**src/rtl/count_sequence_monitor.sv**
```systemverilog
// count_sequence_monitor
// Watches the output of the 0,1,2,4,5,6 JK counter. It checks that every
// enabled sample is the legal successor of the one before, decodes the code
// to a one-hot phase, counts completed laps (6->0), and freezes the first
// sequence error for inspection.
//
// Control priority at each rising Clock edge:
//   clear=0  >  err_clr=1  >  en=0  >  normal sampling
// Every output is registered and reflects the q sampled at the previous edge.
module count_sequence_monitor #(
  parameter int LAP_WIDTH = 8
) (
  input  logic                 Clock,
  input  logic                 Reset,
  input  logic                 clear,
  input  logic                 en,
  input  logic [2:0]           q,
  input  logic                 err_clr,
  output logic [5:0]           phase_onehot,
  output logic                 in_sync,
  output logic                 lap_pulse,
  output logic [LAP_WIDTH-1:0] lap_count,
  output logic                 lap_ovf,
  output logic                 error,
  output logic [2:0]           err_expected,
  output logic [2:0]           err_got
);

  typedef enum logic [1:0] {
    ST_IDLE  = 2'd0,
    ST_TRACK = 2'd1,
    ST_ERROR = 2'd2
  } state_t;

  state_t                 state_q;
  logic [2:0]             prev_q;
  logic [5:0]             phase_q;
  logic                   lap_pulse_q;
  logic [LAP_WIDTH-1:0]   lap_count_q;
  logic                   lap_ovf_q;
  logic                   error_q;
  logic [2:0]             err_exp_q;
  logic [2:0]             err_got_q;

  logic [2:0]             succ_d;
  logic [5:0]             phase_d;
  logic [LAP_WIDTH-1:0]   lap_count_d;
  logic                   q_illegal;
  logic                   lap_done;

  // Legal successor of a code; 3 and 7 never reach here as prev_q.
  function automatic logic [2:0] succ_of(input logic [2:0] v);
    logic [2:0] r;
    case (v)
      3'd0:    r = 3'd1;
      3'd1:    r = 3'd2;
      3'd2:    r = 3'd4;
      3'd4:    r = 3'd5;
      3'd5:    r = 3'd6;
      3'd6:    r = 3'd0;
      default: r = 3'd0;
    endcase
    return r;
  endfunction

  // One-hot phase decode; illegal codes give all zeros.
  function automatic logic [5:0] decode(input logic [2:0] v);
    logic [5:0] r;
    case (v)
      3'd0:    r = 6'b000001;
      3'd1:    r = 6'b000010;
      3'd2:    r = 6'b000100;
      3'd4:    r = 6'b001000;
      3'd5:    r = 6'b010000;
      3'd6:    r = 6'b100000;
      default: r = 6'b000000;
    endcase
    return r;
  endfunction

  // Next-value helpers shared by the FSM below.
  always_comb begin
    succ_d      = succ_of(prev_q);
    phase_d     = decode(q);
    lap_count_d = lap_count_q + LAP_WIDTH'(1);
    q_illegal   = q[1] & q[0];
    lap_done    = (prev_q == 3'd6) && (q == 3'd0);
  end

  // Monitor FSM with all of its registered outputs.
  always_ff @(posedge Clock or negedge Reset) begin
    if (!Reset) begin
      state_q     <= ST_IDLE;
      prev_q      <= 3'd0;
      phase_q     <= 6'd0;
      lap_pulse_q <= 1'b0;
      lap_count_q <= '0;
      lap_ovf_q   <= 1'b0;
      error_q     <= 1'b0;
      err_exp_q   <= 3'd0;
      err_got_q   <= 3'd0;
    end else begin
      // The pulse only lives for the cycle after a lap completes.
      lap_pulse_q <= 1'b0;
      if (!clear) begin
        state_q     <= ST_IDLE;
        prev_q      <= 3'd0;
        phase_q     <= 6'd0;
        lap_count_q <= '0;
        lap_ovf_q   <= 1'b0;
        error_q     <= 1'b0;
        err_exp_q   <= 3'd0;
        err_got_q   <= 3'd0;
      end else if (err_clr) begin
        // Resync without losing the lap history.
        state_q   <= ST_IDLE;
        prev_q    <= 3'd0;
        error_q   <= 1'b0;
        err_exp_q <= 3'd0;
        err_got_q <= 3'd0;
      end else if (en) begin
        phase_q <= phase_d;
        case (state_q)
          ST_IDLE: begin
            if (q == 3'd0) begin
              state_q <= ST_TRACK;
              prev_q  <= 3'd0;
            end else if (q_illegal) begin
              state_q   <= ST_ERROR;
              error_q   <= 1'b1;
              err_exp_q <= 3'd0;
              err_got_q <= q;
            end
          end
          ST_TRACK: begin
            if (q == succ_d) begin
              prev_q <= q;
              if (lap_done) begin
                lap_count_q <= lap_count_d;
                lap_pulse_q <= 1'b1;
                if (&lap_count_q) begin
                  lap_ovf_q <= 1'b1;
                end
              end
            end else begin
              state_q   <= ST_ERROR;
              error_q   <= 1'b1;
              err_exp_q <= succ_d;
              err_got_q <= q;
            end
          end
          ST_ERROR: begin
            // Frozen until err_clr, clear or Reset.
          end
          default: begin
            state_q <= ST_IDLE;
          end
        endcase
      end
    end
  end

  assign phase_onehot = phase_q;
  assign in_sync      = (state_q == ST_TRACK);
  assign lap_pulse    = lap_pulse_q;
  assign lap_count    = lap_count_q;
  assign lap_ovf      = lap_ovf_q;
  assign error        = error_q;
  assign err_expected = err_exp_q;
  assign err_got      = err_got_q;

endmodule

```
**config.mk**
```make
export PLATFORM = sky130hd
export DESIGN_NAME = count_sequence_monitor
export DESIGN_NICKNAME = d
export VERILOG_FILES = /design/src/rtl/count_sequence_monitor.sv
export SDC_FILE = /design/constraint.sdc
export NUM_CORES = 1
export LEC_CHECK = 0
export ABC_AREA = 1
export BUFFER_PORTS_ARGS = -buffer_cell sky130_fd_sc_hd__buf_4
export CAP_MARGIN = 0
export CELL_PAD_IN_SITES_DETAIL_PLACEMENT = 1
export CELL_PAD_IN_SITES_GLOBAL_PLACEMENT = 2
export CORE_MARGIN = 2
export CORE_UTILIZATION = 29
export CTS_CLUSTER_DIAMETER = 80
export CTS_CLUSTER_SIZE = 30
export DETAILED_ROUTE_END_ITERATION = 10
export PLACE_DENSITY_LB_ADDON = 0.1
export SETUP_SLACK_MARGIN = 0.1
export SYNTH_ARGS = -nofsm -noshare
export SYNTH_HDL_FRONTEND = slang
export SYNTH_SLANG_ARGS = --single-unit
```
**constraint.sdc**
```tcl
create_clock -name Clock -period 2.43 [get_ports Clock]
set_input_delay 0.729 -clock Clock [delete_from_list [all_inputs] [get_ports Clock]]
set_output_delay 0.729 -clock Clock [all_outputs]
set_load 0.01 [all_outputs]
```
==> results.txt <==
The first global-routing pass estimated 7.44 mm of wire. The top-level I/O count was 32. A synthesized cell averages 7.62 µm². The share of flip-flops with an asynchronous set or reset after synthesis was 1.00; the worst path arrival time was 1250 ps. Once detail routing completed, the nets flagged for antenna violations numbered 0.

The post-route clock period utilization is 0.816. For the clock buffer count from CTS, the log shows 3. The tools report the number of global-route vias before repair as 1,555. The synthesized design contains 0 enable-type register cells. The number of buffers and inverters on the critical path is 3. The die outline width came out at 76.3 µm. Leading cell type in the layout, fill and taps excluded: sky130_fd_sc_hd__nand2_1. The sort of element at the start of the critical path was a register. The register area share after synthesis is 0.462.

The standard cell with the maximum stage delay on the critical path was sky130_fd_sc_hd__dfrtp_1. The all-layer global routing usage came out at 0.158. The post-synthesis cell type count came out at 28. The biggest area contributor in the post-synthesis netlist is sky130_fd_sc_hd__dfrtp_1. The logs give 0.00582 mm² for the area enclosed by the die boundary and 0.370 for the share of the core filled with cells in the final layout. Among all flip-flop cells after synthesis, the most frequent one is sky130_fd_sc_hd__dfrtp_1.

Measured in cells, the most critical reg-to-reg path has a length of 9. After synthesis the netlist holds a flip-flop and latch count of 28. In the synthesized netlist, the number of instances is 199. The top cell types in the final layout, fill and taps aside, are sky130_fd_sc_hd__nand2_1 (52), sky130_fd_sc_hd__buf_4 (31), sky130_fd_sc_hd__dfrtp_1 (28), sky130_fd_sc_hd__nand3_1 (27), sky130_fd_sc_hd__nor2_1 (21). The total overflow left after global routing is 0. In this run the power density over the cells is 491 mW/mm². The clock-pin slew of the registers on the worst-case setup and hold paths works out to 100 ps.

In this run the vertical extent of the chip is 76.3 µm. Buffers placed on the I/O ports in this run total 31. The final-report max-slew violation count was 0; the worst vdd rail ir drop was 0.276 mV.

The clock drives 28 sinks. The analysis attributes to cell leakage a power of 0.950 nW. The kind of cell with the highest combined delay along the critical path is buffers and inverters. For this run, design rule violations remaining after detail routing come to 0. Final-report hold violation count: 0. Setup repair after global routing left no endpoint under its margin. During synthesis, Yosys emitted a total of 0 warnings. The post-synthesis instance area was 0.00152 mm². The tools report the kind of end point of the critical path as an output pin.

Number of post-CTS setup repair buffers: 0. The run gives 1,421 as the via total after detailed routing. For this run, the top clock speed supported by timing is 504 MHz. Along the worst path, the maximum fanout reaches 7. The run gives 208 as the net count after synthesis. The tool flagged a number of max-cap violations equal to 0. The total number of cells along the worst setup path was 4. In the routed layout, each cell is associated on average with a via count of 4.71.

The worst slew slack as a fraction of its limit came out at 0.691. After clock tree synthesis, the repair step resized 0 gates. The effective utilization at floorplan was 0.299; the maximum clock path buffer count was 2. The logs give 1 for the maximum level of the CTS H-tree and 0 for the count of antenna diodes in the layout. The critical path goes through inv_2, nand2_2, inv_1, buf_4. The class of the tightest hold or removal check is in2async.

The clock period could shrink to 1980 ps. The first routing iteration left 48 violations. For this design, the CTS-stage hold fixing added 0 buffers. Before antenna repair, the detailed router went through 4 iterations. STA puts the critical path data required time at 1700 ps. The run gives 921 µW as the overall power after layout. Setup violations remaining at the end of the flow were counted as 0. For the total length of routed wires, the log shows 4.18 mm.

The run finished with clean final reports. At the later pin of the worst-skew pair, clock insertion delay measures 280 ps. By area the synthesized netlist is led by sky130_fd_sc_hd__dfrtp_1 (46%), sky130_fd_sc_hd__nand2_1 (13%), sky130_fd_sc_hd__nand3_1 (8.9%), sky130_fd_sc_hd__nor2_1 (5.2%), sky130_fd_sc_hd__inv_1 (5.0%). The average wire per standard cell was 13.8 µm.

The number of rows in the core area was 26. For the final database, setup skew stands at 2.46 ps. In the final design database the tool counted 242 nets. The critical path's largest stage delay came out at 420 ps. Share of the synthesized area in the top cell type: 0.462. The critical path is of the reg2out type. The initial antenna violation count came out at 0. The cell sitting at the root of the clock tree is a sky130_fd_sc_hd__clkbuf_8. The ratio of cells with drive above 1 in the final layout is 0.228. At the pin with the least slew margin, the transition time is 463 ps. After routing, the total negative slack on setup checks comes to 0 ps. Detailed placement ended at an HPWL of 3.39 mm. The area added between synthesis and finish is 23.7%, and the placeable core region is 0.00507 mm². Routability-driven placement finished with a final weighted congestion of 0.781. TritonCTS built the clock tree. The tools report the maximum number of pins on one net before global-route repair as 29.
[per-layer routing]
| layer | GRT usage | routed length (µm) | up-vias | part of all wire |
|---|---|---|---|---|
| met5 | 0 | 0 | - | 0 |
| met4 | 0.0545 | 57 | 0 | 0.014 |
| met3 | 0.0237 | 104 | 4 | 0.025 |
| met2 | 0.276 | 2140 | 16 | 0.51 |
| met1 | 0.198 | 1880 | 689 | 0.45 |
| li1 | - | - | 712 | - |
[area by class of cell]
cell class / count / area [µm²]
Clock buffer: 4 / 55.1
Multi-Input combinational cell: 144 / 706
Inverter: 25 / 93.8
Sequential cell: 28 / 701
Timing Repair Buffer: 31 / 233
Fill cell: 655 / 3200
Tap cell: 70 / 87.6
[report_power, final]
part / switching, mW / internal [mW] / leakage (nW)
logic: 0.0885 / 0.0451 / 0.536
clock network: 0.151 / 0.145 / 0.0288
registers: 0.0121 / 0.479 / 0.386
[worst reg2reg max path, delay by kind of cell, from the launching register on]
family	cells	cell delay, ps
AOI/OAI and AO/OA	1	380
buffers and inverters	1	100
DFF	1	420
and+or+nand+nor	7	700
[cells in the mapped netlist (2+ instances only)]
| master | n |
|---|---|
| sky130_fd_sc_hd__nand2_1 | 52 |
| sky130_fd_sc_hd__inv_1 | 20 |
| sky130_fd_sc_hd__o21ai_0 | 7 |
| sky130_fd_sc_hd__a21oi_1 | 4 |
| sky130_fd_sc_hd__dfrtp_1 | 28 |
| sky130_fd_sc_hd__inv_2 | 5 |
| sky130_fd_sc_hd__nand2_2 | 7 |
| sky130_fd_sc_hd__o21ai_1 | 2 |
| sky130_fd_sc_hd__nand3_1 | 27 |
| sky130_fd_sc_hd__nand4_1 | 3 |
| sky130_fd_sc_hd__nor3_1 | 5 |
| sky130_fd_sc_hd__o31ai_1 | 3 |
| sky130_fd_sc_hd__nor2_1 | 21 |
[kinds of logic (layout without fill, tap and decap cells)]
logic type                 after synthesis  after routing  share of synthesized area
adders and majority gates                1              1                    0.00825
and+or+nand+nor                        122            122                      0.373
buffers and inverters                   27             60                     0.0726
DFF                                     28             28                      0.462
AOI/OAI and AO/OA                       20             20                     0.0784
xor gates and xnor gates                 1              1                    0.00578
[registers in the layout (all words and copies together) (netlist names)]
name and cells:
err_expected 3, err_got 3, error 1, lap_count 8
lap_ovf 1, lap_pulse 1, phase_onehot 6, prev_q 3
state_q 2
[final timing paths]
kind	startpoint	to	slack, ps
setup / recovery	state_q[1]	in_sync	450
hold / removal	Reset	phase_onehot[5]	360
setup reg to reg	state_q[1]	lap_count[5]	750
hold reg to reg	err_got[2]	err_got[2]	480
max in group asynchronous	Reset	state_q[0]	1790
min in group Clock	err_got[2]	err_got[2]	480
[metrics by stage]
step | hold slack, ps | instance area (µm²) | setup WS (ps) | instances
floorplan | 433 | 1520 | 750 | 199
global placement | 461 | 1820 | 341 | 298
detailed placement | 463 | 1820 | 271 | 298
CTS | 374 | 1880 | 430 | 302
global route | 370 | 1880 | 360 | 302
finish | 361 | 1880 | 447 | 302
(Power assumes the default switching activity.)
